`src/rtl/matrix_operand_loader.sv`:
```
// Byte-serial loader that assembles a 2x2 A/B operand pair for the matrix multiplier
// and holds it on a valid/ready output until the consumer takes it.
module matrix_operand_loader #(
    parameter int ELEM_W = 8
) (
    input  logic                  clk,
    input  logic                  rst,
    input  logic                  clear,
    input  logic                  in_valid,
    output logic                  in_ready,
    input  logic [ELEM_W-1:0]     in_data,
    output logic                  out_valid,
    input  logic                  out_ready,
    output logic [4*ELEM_W-1:0]   A,
    output logic [4*ELEM_W-1:0]   B,
    output logic [3:0]            fill
);

    typedef enum logic [1:0] {
        LOAD_A = 2'd0,
        LOAD_B = 2'd1,
        HOLD   = 2'd2
    } state_t;

    state_t              state_q, state_d;
    logic [1:0]          idx_q, idx_d;
    logic [3:0]          fill_q, fill_d;
    logic [4*ELEM_W-1:0] a_q, a_d;
    logic [4*ELEM_W-1:0] b_q, b_d;
    logic                accept;

    assign in_ready  = (state_q != HOLD);
    assign out_valid = (state_q == HOLD);
    assign accept    = in_valid && in_ready;
    assign A         = a_q;
    assign B         = b_q;
    assign fill      = fill_q;

    always_comb begin
        state_d = state_q;
        idx_d   = idx_q;
        fill_d  = fill_q;
        a_d     = a_q;
        b_d     = b_q;
        // clear wins over an accept or transfer in the same cycle; A/B keep stale data
        if (clear) begin
            state_d = LOAD_A;
            idx_d   = 2'd0;
            fill_d  = 4'd0;
        end else begin
            case (state_q)
                LOAD_A: begin
                    if (accept) begin
                        for (int s = 0; s < 4; s++) begin
                            if (idx_q == 2'(s)) a_d[(3-s)*ELEM_W +: ELEM_W] = in_data;
                        end
                        fill_d = fill_q + 4'd1;
                        idx_d  = idx_q + 2'd1;
                        if (idx_q == 2'd3) state_d = LOAD_B;
                    end
                end
                LOAD_B: begin
                    if (accept) begin
                        for (int s = 0; s < 4; s++) begin
                            if (idx_q == 2'(s)) b_d[(3-s)*ELEM_W +: ELEM_W] = in_data;
                        end
                        fill_d = fill_q + 4'd1;
                        idx_d  = idx_q + 2'd1;
                        if (idx_q == 2'd3) state_d = HOLD;
                    end
                end
                HOLD: begin
                    if (out_ready) begin
                        state_d = LOAD_A;
                        idx_d   = 2'd0;
                        fill_d  = 4'd0;
                    end
                end
                default: begin
                    state_d = LOAD_A;
                    idx_d   = 2'd0;
                    fill_d  = 4'd0;
                end
            endcase
        end
    end

    always_ff @(posedge clk or posedge rst) begin
        if (rst) begin
            state_q <= LOAD_A;
            idx_q   <= 2'd0;
            fill_q  <= 4'd0;
            a_q     <= '0;
            b_q     <= '0;
        end else begin
            state_q <= state_d;
            idx_q   <= idx_d;
            fill_q  <= fill_d;
            a_q     <= a_d;
            b_q     <= b_d;
        end
    end

endmodule

```
`config.mk`:
```
export PLATFORM = sky130hd
export DESIGN_NAME = matrix_operand_loader
export DESIGN_NICKNAME = d
export VERILOG_FILES = /design/src/rtl/matrix_operand_loader.sv
export SDC_FILE = /design/constraint.sdc
export NUM_CORES = 1
export LEC_CHECK = 0
export BUFFER_PORTS_ARGS = -buffer_cell sky130_fd_sc_hd__buf_2
export CORE_MARGIN = 2
export CORE_UTILIZATION = 47
export CTS_CLUSTER_SIZE = 40
export DETAILED_ROUTE_END_ITERATION = 8
export GPL_TIMING_DRIVEN = 0
export PLACE_DENSITY = 0.74
export SYNTH_ARGS = -nofsm -noshare
export SYNTH_HDL_FRONTEND = slang
export SYNTH_SLANG_ARGS = --single-unit
```
`constraint.sdc`:
```
create_clock -name clk -period 1.9 [get_ports clk]
set_input_delay 0.19 -clock clk [delete_from_list [all_inputs] [get_ports clk]]
set_output_delay 0.19 -clock clk [all_outputs]
set_load 0.005 [all_outputs]
```
==> run summary <==
HPWL after DPL = 4.30 mm
DRT Pass-1 Iters = 4
post-synthesis sequential area ratio = 58.1%
hold_buf cts = 1
achievable clock frequency = 622 MHz
mapped cell area = 0.00310 mm2
met1 usage = 23.2%
Syn Area/Cell = 15.9 um2
class of the worst hold path = primary input to flip-flop
grt total ovfl = 0
grt met3 use = 3.99%
TritonCTS Buffers = 9
Sequential Power Share = 49.1%
setup tns final = 0 ns
die area = 0.00727 mm2
Via density = 5.08
delay of the slowest cell on the worst path = 0.42 ns
gr usage total = 18.4%
Crit path required time = 2.12 ns
Yosys warning count = 0
H-tree Lvls = 3
post-cts resize count = 0
period utilization = 84.7%
initial antenna violation count = 0
cell-internal power = 2.87 mW
vias in the first global route = 1919
Iter 0 DRT Violations = 47
clk slew on worst S/H paths = 0.08 ns
CP Depth = 3
CP Capture Type = flip-flop
register area = 0.00180 mm2
clk root buf = clkbuf_8
global-route wire length before repair = 10.1 mm
crit-path cells = nor2_1, nand3_2, mux2_2
final WL = 6.25 mm
Starting Density = 48.9%
flops & latches, synth = 72
cell area after layout = 0.00385 mm2
number of remaining DRC errors = 0
Setup Skew = 0.00737 ns
Post CTS Setup Buffer Count = 0
clock power share = 34.7%
Multi-input gate area = 0.00120 mm2
CP Data Arrival Time = 1.83 ns
Placed Instance Area = 0.00362 mm2
core footprint = 0.00635 mm2
Pleak = 2.03 nW
met2 usage = 30.5%
crit path buf inv count = 0
worst-case clock buffer depth = 2
slowest CP cell = dfrtp_1
row count = 29
clock latency on the worst-skew pair = 0.34 ns
Fill cells = 518
outcome = completed
GPL Wtd Cong = 0.697
port bufs = 80
Max VDD drop = 0.000583 V
busiest layer in global routing = met2
die width = 85.3 um
layout cell share with drive strength beyond 1 = 60.4%
CTS Sinks = 72
Relative slew margins = 47.9%
Final Hold Viols = 0
RSZ-0062 raised after global routing = false
endpoints failing setup = 0
CTS tree = yes
pwr dens = 989 mW/mm2
fin crit period = 1.61 ns
# IOs = 83
Die Y = 85.3 um
layout net count = 306
Net Sw Power = 0.945 mW
diode count = 0
worst r2r path cells = 3
worst hold slack = 0.0528 ns
Mapped Nets = 213
Mapped Cells = 195
Yosys cell types = 27
hold depth = 2
Tightest Pin Transition = 0.780 ns
CP delay by family, top = simple AND/OR/NAND/NOR gates
largest net degree at the start of global routing = 43
power share of the combinational group = 16.2%
critical path class = flip-flop to flip-flop
DR vias = 1880
CP Max Fanout = 8
max-slew violation count = 0
Sw Ratio = 24.8%
max-cap viol count = 0
Syn-to-layout area delta = 24.2%
CP startpoint kind = flip-flop
post-route ant nets = 0
drt wl/cell = 16.9 um
[registers in the layout (all words and copies together), names as in the netlist]
name and flops:
A 32, idx_q 2, fill 4, state_q 2, B 32
[per-stage QoR]
stage / std cells / utilization (%) / power, mW / worst slack, ns
3_5_place_dp: 353 / 57.1 / 2.53 / 0.269
3_3_place_gp: 352 / 56.7 / 2.50 / 0.294
4_1_cts: 370 / 60.7 / 3.86 / 0.259
6_report: 370 / 60.7 / 3.81 / 0.291
5_1_grt: 370 / 60.7 / 4.01 / 0.174
2_1_floorplan: 195 / - / 2.21 / 0.511
[power by group through the flow]
stage / clock, mW / sequential, mW / combinational (mW)
after CTS: 1.35 / 1.87 / 0.636
after global placement: 0 / 1.89 / 0.607
after global routing: 1.43 / 1.90 / 0.682
after detailed placement: 0 / 1.90 / 0.631
after floorplan: 0 / 1.92 / 0.293
final: 1.32 / 1.87 / 0.619
[worst paths after layout]
path / slack (ns) / from / endpoint
worst max-delay path: 0.29 / state_q[1] / A[26]
worst min-delay path: 0.05 / clear / fill[3]
worst max register to register: 0.29 / state_q[1] / A[26]
worst min register to register: 0.50 / A[23] / A[23]
max in group asynchronous: 0.79 / rst / B[30]
min in group asynchronous: 0.49 / rst / A[31]
[layout make-up]
type	instances	share of cell area (%)
well taps	77	2.50
multi-input cells	110	31.1
plain buffers	8	2.14
inverters	5	0.584
clock inverters	6	2.40
clock buffers	10	3.31
repair buffers	82	11.2
flip-flops and latches	72	46.8
[worst register-to-register path, cell delays in order, from the launching register on]
cell and delay, ns:
dfrtp_1 0.42, nor2_1 0.35, nand3_2 0.34, mux2_2 0.38
[cell families (layout without fill, tap and decap cells)]
logic type	Yosys count	in the layout	share of synthesized area (%)
buffers and inverters	13	111	3.27
and+or+nand+nor	28	28	6.29
AOI/OAI and AO/OA	8	8	1.77
adders and majority gates	5	5	2.02
DFF	72	72	58.1
xor gates and xnor gates	3	3	0.847
muxes	66	66	27.7
[routing by layer]
metal  up-vias  routed length (um)
met5         -                   0
met4         0                 100
met3        10                 269
met2        53                3120
met1       945                2760
li1        872                   -
[layout by cell type (no fill, tap or decap), types with 2 or more instances in the layout]
cell type / synthesis / final
a21oi_1: 2 / 2
a2bb2oi_1: 3 / 3
and3_4: 4 / 4
buf_2: 0 / 80
buf_6: 7 / 7
bufinv_16: 0 / 2
clkbuf_1: 1 / 2
clkbuf_8: 0 / 9
clkinvlp_4: 0 / 3
dfrtp_1: 72 / 72
ha_1: 5 / 5
inv_1: 5 / 4
mux2_2: 32 / 32
mux2_4: 32 / 32
mux2i_1: 2 / 2
nand2_1: 4 / 4
nand3_2: 4 / 4
nand3b_1: 2 / 2
nor2_1: 6 / 6
nor2b_1: 2 / 2
xnor2_1: 2 / 2
[cells in the mapped netlist, drive strengths merged]
cell type	n	share of area (%)
clkbuf	1	0.12
nand3b	2	0.48
buf	7	2.5
mux2	64	27
nand3	4	1.3
or3	1	0.20
nor2	6	0.73
a21o	1	0.24
a21oi	2	0.32
a2bb2oi	3	0.85
nor3b	1	0.24
nand2	4	0.48
ha	5	2.0
nand2b	1	0.20
mux2i	2	0.65
nor2b	3	0.85
xor2	1	0.28
and3	4	1.5
nor3	1	0.16
nand4	1	0.20
inv	5	0.60
dfrtp	72	58
a31oi	1	0.20
o21ai	1	0.16
xnor2	2	0.56
Power figures use the tool's default switching activity.
